--- config.mk ---
export PLATFORM = sky130hd
export DESIGN_NAME = ram_arbiter
export DESIGN_NICKNAME = d
export VERILOG_FILES = /design/src/rtl/aq_mem_pkg.sv /design/src/rtl/ram_arb_starve.sv /design/src/rtl/ram_arbiter.sv
export SDC_FILE = /design/constraint.sdc
export NUM_CORES = 1
export LEC_CHECK = 0
export ABC_CLOCK_PERIOD_IN_PS = 2070
export BUFFER_PORTS_ARGS = -buffer_cell sky130_fd_sc_hd__clkbuf_2
export CAP_MARGIN = 30
export CORE_MARGIN = 1.5
export CORE_UTILIZATION = 37
export DETAILED_ROUTE_END_ITERATION = 8
export HOLD_SLACK_MARGIN = 0.05
export PLACE_DENSITY = 0.77
export REMOVE_ABC_BUFFERS = 1
export SLEW_MARGIN = 20
export SYNTH_ARGS = -nofsm -noshare
export SYNTH_HDL_FRONTEND = slang
export SYNTH_SLANG_ARGS = --single-unit
--- constraint.sdc ---
create_clock -name clk_sys -period 2.07 [get_ports clk_sys]
set_input_delay 0.207 -clock clk_sys [delete_from_list [all_inputs] [get_ports clk_sys]]
set_output_delay 0.207 -clock clk_sys [all_outputs]
set_load 0.02 [all_outputs]
--- src/rtl/aq_mem_pkg.sv ---
// Shared types for the memory-side blocks: grant encoding and default starvation bound.
package aq_mem_pkg;

  typedef enum logic [1:0] {
    G_NONE = 2'd0,
    G_CPU  = 2'd1,
    G_LD   = 2'd2,
    G_TP   = 2'd3
  } grant_t;

  localparam int MAXWAIT_DEF = 8;

  function automatic logic grant_is_bg(input grant_t g);
    return (g == G_LD) || (g == G_TP);
  endfunction

endpackage

--- src/rtl/ram_arb_starve.sv ---
// Background starvation guard: counts CPU-blocked cycles and forces a one-cycle CPU hold.
module ram_arb_starve
  import aq_mem_pkg::*;
#(
  parameter int MAXWAIT = MAXWAIT_DEF
) (
  input  logic clk_sys,
  input  logic reset,
  input  logic bg_pending,
  input  logic bg_granted,
  input  logic cpu_sel,
  output logic cpu_hold
);

  localparam logic [7:0] WLAST = 8'(MAXWAIT - 1);

  logic [7:0] wcnt;

  always_ff @(posedge clk_sys) begin
    if (reset) begin
      wcnt     <= 8'd0;
      cpu_hold <= 1'b0;
    end else if (cpu_sel && cpu_hold) begin
      // CPU ignored the hold: keep holding, freeze the count
      cpu_hold <= 1'b1;
    end else if (bg_granted || !bg_pending) begin
      wcnt     <= 8'd0;
      cpu_hold <= 1'b0;
    end else if (wcnt == WLAST) begin
      wcnt     <= 8'd0;
      cpu_hold <= 1'b1;
    end else begin
      wcnt     <= wcnt + 8'd1;
      cpu_hold <= 1'b0;
    end
  end

endmodule

--- src/rtl/ram_arbiter.sv ---
// One single-port RAM shared by CPU, loader (write) and tape (read); fixed priority CPU > loader > tape.
// last_grant | meaning: G_NONE idle | G_CPU ram_q -> cpu_dout | G_LD write, nothing to route | G_TP ram_q -> tp_dout, tp_ack
module ram_arbiter
  import aq_mem_pkg::*;
#(
  parameter int AW      = 16,
  parameter int DW      = 8,
  parameter int MAXWAIT = MAXWAIT_DEF
) (
  input  logic          clk_sys,
  input  logic          reset,
  input  logic          cpu_sel,
  input  logic          cpu_we,
  input  logic [AW-1:0] cpu_addr,
  input  logic [DW-1:0] cpu_din,
  output logic [DW-1:0] cpu_dout,
  output logic          cpu_hold,
  input  logic          ld_req,
  input  logic [AW-1:0] ld_addr,
  input  logic [DW-1:0] ld_din,
  output logic          ld_ack,
  input  logic          tp_req,
  input  logic [AW-1:0] tp_addr,
  output logic [DW-1:0] tp_dout,
  output logic          tp_ack,
  output logic          ram_en,
  output logic          ram_we,
  output logic [AW-1:0] ram_addr,
  output logic [DW-1:0] ram_din,
  input  logic [DW-1:0] ram_q
);

  grant_t        grant;
  grant_t        last_grant;
  logic          tp_elig;
  logic [DW-1:0] cpu_dout_q;
  logic [DW-1:0] tp_dout_q;

  assign tp_elig = tp_req && !tp_ack;

  always_comb begin
    grant = G_NONE;
    if (!reset) begin
      if (cpu_sel)      grant = G_CPU;
      else if (ld_req)  grant = G_LD;
      else if (tp_elig) grant = G_TP;
    end
  end

  always_comb begin
    ram_en   = (grant != G_NONE);
    ram_we   = 1'b0;
    ram_addr = '0;
    ram_din  = '0;
    case (grant)
      G_CPU: begin
        ram_addr = cpu_addr;
        ram_din  = cpu_din;
        ram_we   = cpu_we;
      end
      G_LD: begin
        ram_addr = ld_addr;
        ram_din  = ld_din;
        ram_we   = 1'b1;
      end
      G_TP: begin
        ram_addr = tp_addr;
      end
      default: ;
    endcase
  end

  assign ld_ack = (grant == G_LD);

  always_ff @(posedge clk_sys) begin
    if (reset) begin
      last_grant <= G_NONE;
      tp_ack     <= 1'b0;
      cpu_dout_q <= '0;
      tp_dout_q  <= '0;
    end else begin
      last_grant <= grant;
      tp_ack     <= (grant == G_TP);
      if (last_grant == G_CPU) cpu_dout_q <= ram_q;
      if (last_grant == G_TP)  tp_dout_q  <= ram_q;
    end
  end

  // RAM output is already a register; pass it through in the routed cycle, hold it afterwards
  assign cpu_dout = (last_grant == G_CPU) ? ram_q : cpu_dout_q;
  assign tp_dout  = (last_grant == G_TP)  ? ram_q : tp_dout_q;

  ram_arb_starve #(
    .MAXWAIT(MAXWAIT)
  ) u_starve (
    .clk_sys   (clk_sys),
    .reset     (reset),
    .bg_pending(ld_req || tp_elig),
    .bg_granted(grant_is_bg(grant)),
    .cpu_sel   (cpu_sel),
    .cpu_hold  (cpu_hold)
  );

endmodule

======== After elaboration in Yosys (flattened, before gate mapping) ========
Index checks and enable logic that the tools add are counted.
W data, S select, Z words.
word-level totals
  register bits after elaboration ......... 28
  logic and storage cells ................. 35
operators by class
  add/subtract/negate cells ............... 1
  equal/unequal tests ..................... 6
  multiplexer cells ....................... 14
  reductions and logical operators ........ 8
operators with widths
  operator               number
  $pmux W16 S3           1
  $mux W8                4
  $pmux W8 S2            1
  $add A8 B1 Y8 const B  1
  $eq A8 B3 Y1 const B   1
  $mux W2                4
  $eq A2 B2 Y1 const B   3
  $eq A2 B1 Y1 const B   2
  $logic_or A1 B1 Y1     3
  $mux W1                3
  $logic_and A1 B1 Y1    2
  $logic_not A1 Y1       2
  $pmux W1 S2            1
  $reduce_bool A2 Y1     1

======== Logic depth before layout (Yosys ltp) ========
Gate-level depths: netlist of run 1.
  word-level depth ........................ 11
  mapped depth ............................ 9
  gate-level depth less buffers ........... 8

======== Cells and area by module ========
A second synthesis of run 1 with hierarchy kept.
second synthesis, totals
  cell total of the unflattened synthesis .. 181
  area, all modules ....................... 1684.1 um^2
by module, submodules not included
  module          instances  cells an instance  area each (um^2)  seq. area each (um^2)
  ram_arbiter     1          134                1242.4            380.4
  ram_arb_starve  1          47                 441.7             180.2

======== Worst setup path after synthesis of run 1 ========
OpenSTA, ideal clock, no wires.
  path kind ............................... register -> output
  start ................................... register tp_ack
  end ..................................... output port ram_addr[0]
  arrival ................................. 2.156 ns
  data required time ...................... 1.863 ns
  slack ................................... -0.293 ns
  cell stages (with the launch flop) ...... 8
  path buffers ............................ 2
  path through ............................ dfxtp_1 > nand2b_1 > a211oi_1 > ha_1 > buf_2 > buf_1 > a222oi_1 > nor2_1
between the ends
  cells in the longest elaborated chain, start to end .. 8
  elaborated cells on any way between the ends .. 10
RTL lines
  item                                                 line               source
  from (decl)                                          ram_arbiter.sv:25  output logic tp_ack,
  from (signal assigned)                               ram_arbiter.sv:83  tp_ack <= (grant == G_TP);
  $logic_not A1 Y1 (*)                                 ram_arbiter.sv:39  assign tp_elig = tp_req && !tp_ack;
  $logic_and A1 B1 Y1 (*)                              ram_arbiter.sv:39
  $mux W2 (*)                                          ram_arbiter.sv:46  else if (tp_elig) grant = G_TP;
  $mux W2 (*)                                          ram_arbiter.sv:45  else if (ld_req) grant = G_LD;
  $mux W2 (*)                                          ram_arbiter.sv:44  if (cpu_sel) grant = G_CPU;
  $mux W2 (*)                                          ram_arbiter.sv:43  if (!reset) begin
  via grant[1]                                         ram_arbiter.sv:33  grant_t grant;
  $eq A2 B2 Y1 / $eq A2 B1 Y1 (equally long branches)  ram_arbiter.sv:55  case (grant)
  $pmux W16 S3 (*)                                     ram_arbiter.sv:55
  to (decl)                                            ram_arbiter.sv:28  output logic [AW-1:0] ram_addr,
Mark *: on every way through the listed nets, which the timed path passes. The rest lies on a longest branch.

======== Worst setup path after layout of run 1 ========
Same ends and word-level chain as after synthesis.

==> impl_metrics.yaml, run 1 <==
critical_path:
  worstSetupStartpointType: "flop"
  crit_path_max_fanout: 12
  reg2reg_depth: 9
  cp.required_ns: 1.86
  r2r_end: "u_starve.wcnt[1]"
  end_kind: "output pin"
  critPathKind: "reg -> out"
  r2r_start: "tp_ack"
  rrSetupSlack_ns: 0.13
  crit_end: "ram_addr[0]"
  worst_ep_arrival_time_ns: 1.96
  cp-startpoint: "tp_ack"
run:
  maxCapViolCount: 0
cells_and_area:
  n_antenna_cell: 0
  final_core_util: 0.606
  nFillCells: 369
  seqCellArea_sq_um: 562
  nets: 390
  synthToLayoutAreaGrowth_pct: 57.4
  drive_above_1_share: 0.592
  multiInputGateArea_sq_um: 1190
sta:
  fin_crit_sh: 1.05
  period_minus_slack_ns: 2.16
  tightest_slew_ns: 0.344
  finalHoldViolCount: 0
  final-setup-viol-count: 25
  final_max_slew_viol_count: 0
  fin_worst_skew_ns: 0.00305
  worst_slack_ns: -0.0944
  rsz0062_at_grt: "true"
  max_clock_freq_ghz: 0.462
  slew_headroom: 0.770
drt:
  post_drt_wl_per_cell_um: 14.6
  firstDrtPassIters: 8
  drt_iter0_drc: 112
  drt_wl_total_um: 5190
  drt.antenna.violating_nets: 0
  vias: 1870
  route.detailed.drc: 0
  vias_per_cell: 5.25
outcome:
  violations: "negative setup slack"
  status: "finished, violations left"
worst_hold_path:
  hp-class: "in -> reg"
  min_from: "cpu_sel"
clock_network:
  clockBufferDepth: 2
  cts_buffers: 3
  holdBufCountCts: 0
  cts-root-buf: "clkbuf_8"
  path_clk_slew_ns: 0.09
  numClockSinks: 28
  clock_latency_ns: 0.27
  htreeDepth: 1
  cts_tree: "done"
power:
  p_leak_nw: 1.24
  worst_ir_drop_vdd_mv: 0.221
  power_density_nw_per_um2: 504
  fin_total_pwr_mw: 1.33
synthesis:
  synth_common_cells: "28 x dfxtp_1, 28 x nor2b_1, 21 x nor2_1"
  synthCells: 182
  ys.flop_type: "dfxtp_1"
  synth_area_sq_um: 1680
  ys_seq_area_frac: 0.335
  syn_avg_cell_area_sq_um: 9.21
  synth_top_area_frac: 0.335
  async_flop_share: 0
  ys_ff_latch: 28
  synth_area_leader_cell: "dfxtp_1"
  ys_top_cells_by_area: "dfxtp_1 33%, nor2b_1 10%, a222oi_1 9.6%, mux2_2 9.4%, ha_1 5.2%"
  synth_cell_types: 33
  synth-edff-count: 0
  yosys_warnings: 0
place:
  place.port_buffers: 122
  hpwl_um: 3890
  gp_congestion: 0.851
  pre_cts_ws_ns: -0.0347
floorplanning:
  die_w_um: 70.3
  die_area_sq_um: 4940
  io_pins: 123
  core-area_sq_um: 4350
  start_util: 0.385
  die_h_um: 70.3
  rows: 24
global_routing:
  grt_overflow: 0
  grt_max_degree: 28
  antenna_found_initial: 0
  grt_pass1_wl_um: 7790
  grt_pass1_vias: 1811
  grt_use_total: 0.191
## stage by stage
stage               hold slack, ns  TNS, ns  instance area [sq um]  instances
finish                       0.214   -0.987                   2640        356
floorplan                    0.276    -5.51                   1610        168
global route                 0.220    -3.56                   2640        356
detailed placement           0.467   -0.200                   2400        352
CTS                          0.215    -1.15                   2580        355
global placement             0.450        0                   2400        352
## sequential cells by signal (all words and copies together) (netlist names)
name,flops
tp_ack,1
u_starve.wcnt,8
tp_dout_q,8
last_grant,2
u_starve.cpu_hold,1
cpu_dout_q,8
## cells by family after synthesis
kind of cell,count (synthesis),synth area share
mux,17,0.114
compound gates,32,0.165
xor+xnor,6,0.0314
fa+ha+maj,7,0.0523
buf+inv,17,0.0448
flops,28,0.335
simple gates,75,0.258
## repair_timing
action / in CTS / in global routing
gates resized for setup: 38 / 26
pin swaps: 9 / 2
cloned: 0 / 1
buffers inserted: 1 / 0
setup endpoints to repair: 26 / 31
## critical path, cell delays in order (launching register included)
cell and delay [ns]:
dfxtp_2 0.33, nand2b_4 0.16, a211oi_4 0.24, inv_2 0.10, ha_4 0.19, clkbuf_16 0.17
a222oi_1 0.25, nor2_1 0.08, clkbuf_4 0.17
## worst min path at each step
stage                        end  depth (start not counted)
2_1_floorplan  u_starve.cpu_hold                          1
3_3_place_gp       last_grant[1]                          2
3_5_place_dp              tp_ack                          2
4_1_cts            last_grant[1]                          2
5_1_grt            last_grant[1]                          2
6_report           last_grant[1]                          2
## routing by layer
metal / global-route usage / wire, um / vias to the layer above
met4: 0.0983 / 211 / 0
met1: 0.205 / 1970 / 839
met5: 0 / 0 / -
met2: 0.351 / 2640 / 105
li1: - / - / 910
met3: 0.0361 / 375 / 16
## power breakdown
part           switching [mW]  leakage [nW]  internal [mW]
Combinational           0.226         0.983          0.209
Sequential            0.00905         0.228          0.557
Clock                   0.158        0.0288          0.170
Total                   0.393          1.24          0.936
## area by class of cell
class,instances,share of cell area
clock buffer,4,0.0209
inverter,3,0.00427
multi-input combinational,137,0.451
sequential,28,0.213
tap,52,0.0247
timing repair buffer,132,0.286
## cells in the final DEF (no fill, tap or decap), types with 6 or more instances in the layout
master    synthesis  layout
buf_2             2      11
mux2_2           14      14
buf_4             0      17
dfxtp_1          28      27
nor2_1           21      18
clkbuf_2          1      98
a222oi_1         16      16
a22oi_2           0       6
nor2b_1          28      26
Power figures use the tool's default switching activity.
==> inputs of run 2 (changes only) <==
Settings changed: PLACE_DENSITY 0.77 to 0.85.
==> impl_metrics.yaml, run 2 (synthesized netlist as in run 1, its figures left out) <==
outcome:
  violations: "negative setup slack"
  status: "finished, violations left"
worst_hold_path:
  hp-class: "in -> reg"
cells_and_area:
  synthToLayoutAreaGrowth_pct: 65.3
  nFillCells: 356
  reg.largest.list: "cpu_dout_q x8, tp_dout_q x8, u_starve.wcnt x8"
  drive_above_1_share: 0.619
  final_core_util: 0.636
  n_antenna_cell: 0
  nets: 398
  final_area_sq_um: 2770
  final_common_cell: "clkbuf_2"
  layout_common_cells: "97 x clkbuf_2, 28 x buf_4, 27 x dfxtp_1"
critical_path:
  crit_path_max_fanout: 8
  cp.required_ns: 1.86
  path_buf_inv: 2
  end_kind: "output pin"
  crit_family: "simple AND/OR/NAND/NOR gates"
  cpMaxStageDelayCell: "dfxtp_2"
  max_stage_delay_ns: 0.33
  crit_chain: "nand2b_4 -> nor2_4 -> nor2_2 -> or2_4 -> ha_4 -> clkbuf_16 -> a222oi_1 -> nor2_1 -> buf_4"
  rrSetupSlack_ns: 0.18
  worst_ep_arrival_time_ns: 1.99
  worstSetupStartpointType: "flop"
  critPathKind: "reg -> out"
sta:
  fin_crit_sh: 1.06
  rsz0062_at_grt: "true"
  worst_slack_ns: -0.131
  final-setup-viol-count: 22
  slew_headroom: 0.736
  max_clock_freq_ghz: 0.454
  final_max_slew_viol_count: 0
  fin_setup_tns_ns: -1.65
  fin_worst_skew_ns: 0.00401
  whs_ns: 0.209
  period_minus_slack_ns: 2.20
  tightest_slew_ns: 0.396
  finalHoldViolCount: 0
clock_network:
  cts-root-buf: "clkbuf_8"
  clockBufferDepth: 2
  numClockSinks: 28
  htreeDepth: 1
  cts_tree: "done"
  path_clk_slew_ns: 0.09
  cts_buffers: 3
  holdBufCountCts: 0
  clock_latency_ns: 0.27
power:
  seqPwrFrac: 0.393
  p_sw_frac: 0.276
  p_leak_nw: 1.30
  power_switching_mw: 0.398
  internal_power_mw: 1.04
  pwr-share-comb: 0.318
  worst_ir_drop_vdd_mv: 0.270
  power_density_nw_per_um2: 520
  fin_total_pwr_mw: 1.44
  clockPowerShare: 0.290
drt:
  post_drt_wl_per_cell_um: 14.6
  route.detailed.drc: 0
  drt_wl_total_um: 5320
  vias_per_cell: 5.24
  drt.antenna.violating_nets: 0
  vias: 1909
  firstDrtPassIters: 4
  drt_iter0_drc: 115
floorplanning:
  start_util: 0.385
  die_w_um: 70.3
  die_h_um: 70.3
  die_area_sq_um: 4940
  core-area_sq_um: 4350
  io_pins: 123
  rows: 24
global_routing:
  grt_overflow: 0
  antenna_found_initial: 0
  grt_pass1_wl_um: 8280
  grt_pass1_vias: 1849
  grt_use_total: 0.204
  grt_max_degree: 28
place:
  dpl_cell_area_sq_um: 2410
  hpwl_um: 3940
  gp_congestion: 0.834
  place.port_buffers: 122
run:
  maxCapViolCount: 0
## run 2: cell types whose count changed in the layout (fill, tap and decap cells not counted), sizes merged
cell    delta
bufinv     +1
buf       +11
clkbuf     -4
## run 2: stage by stage
step           setup slack (ns)  std cells
6_report                 -0.131        364
5_1_grt                  -0.225        364
4_1_cts                  -0.114        362
3_5_place_dp            -0.0447        354
3_3_place_gp            -0.0141        354
2_1_floorplan            -0.228        168
## run 2: repair_timing
action	CTS	global route
endpoints found under the hold margin	0	0
setup buffers	4	1
gates cloned	0	1
endpoints found under the setup margin	26	25
gates resized for setup	44	34
pin swaps	16	15
## run 2: routing by layer
metal,vias up,share of wire,track usage
li1,929,-,-
met1,877,0.39,0.226
met2,95,0.52,0.389
met3,8,0.072,0.0332
met4,0,0.013,0.0662
met5,-,0,0
## run 2: worst reg2reg max path: stages (launching register included)
cell and delay [ns]:
dfxtp_2 0.33, nand2b_4 0.15, a211oi_2 0.19, buf_4 0.16, buf_6 0.14, ha_4 0.19, buf_4 0.12, a211oi_2 0.04
a21oi_2 0.36, nor3_1 0.10
## run 2: worst paths after layout
path	from	end	depth (start not counted)
max	tp_ack	ram_addr[8]	9
min	reset	tp_ack	2
max reg2reg	tp_ack	u_starve.wcnt[0]	9
min reg2reg	u_starve.wcnt[2]	u_starve.wcnt[2]	2
## run 2: layout make-up
class / count / area [sq um] / share of cell area
inverter: 3 / 11.3 / 0.00407
tap: 52 / 65.1 / 0.0235
multi-input combinational: 137 / 1190 / 0.431
sequential: 28 / 562 / 0.203
clock buffer: 3 / 41.3 / 0.0149
timing repair buffer: 140 / 866 / 0.313
clock inverter: 1 / 30.0 / 0.0108
## run 2: power by group through the flow
stage | registers, mW | clock network [mW] | logic [mW]
2_1_floorplan | 0.576 | 0 | 0.202
6_report | 0.566 | 0.417 | 0.457
5_1_grt | 0.568 | 0.458 | 0.490
4_1_cts | 0.566 | 0.432 | 0.436
3_3_place_gp | 0.577 | 0 | 0.379
3_5_place_dp | 0.578 | 0 | 0.387
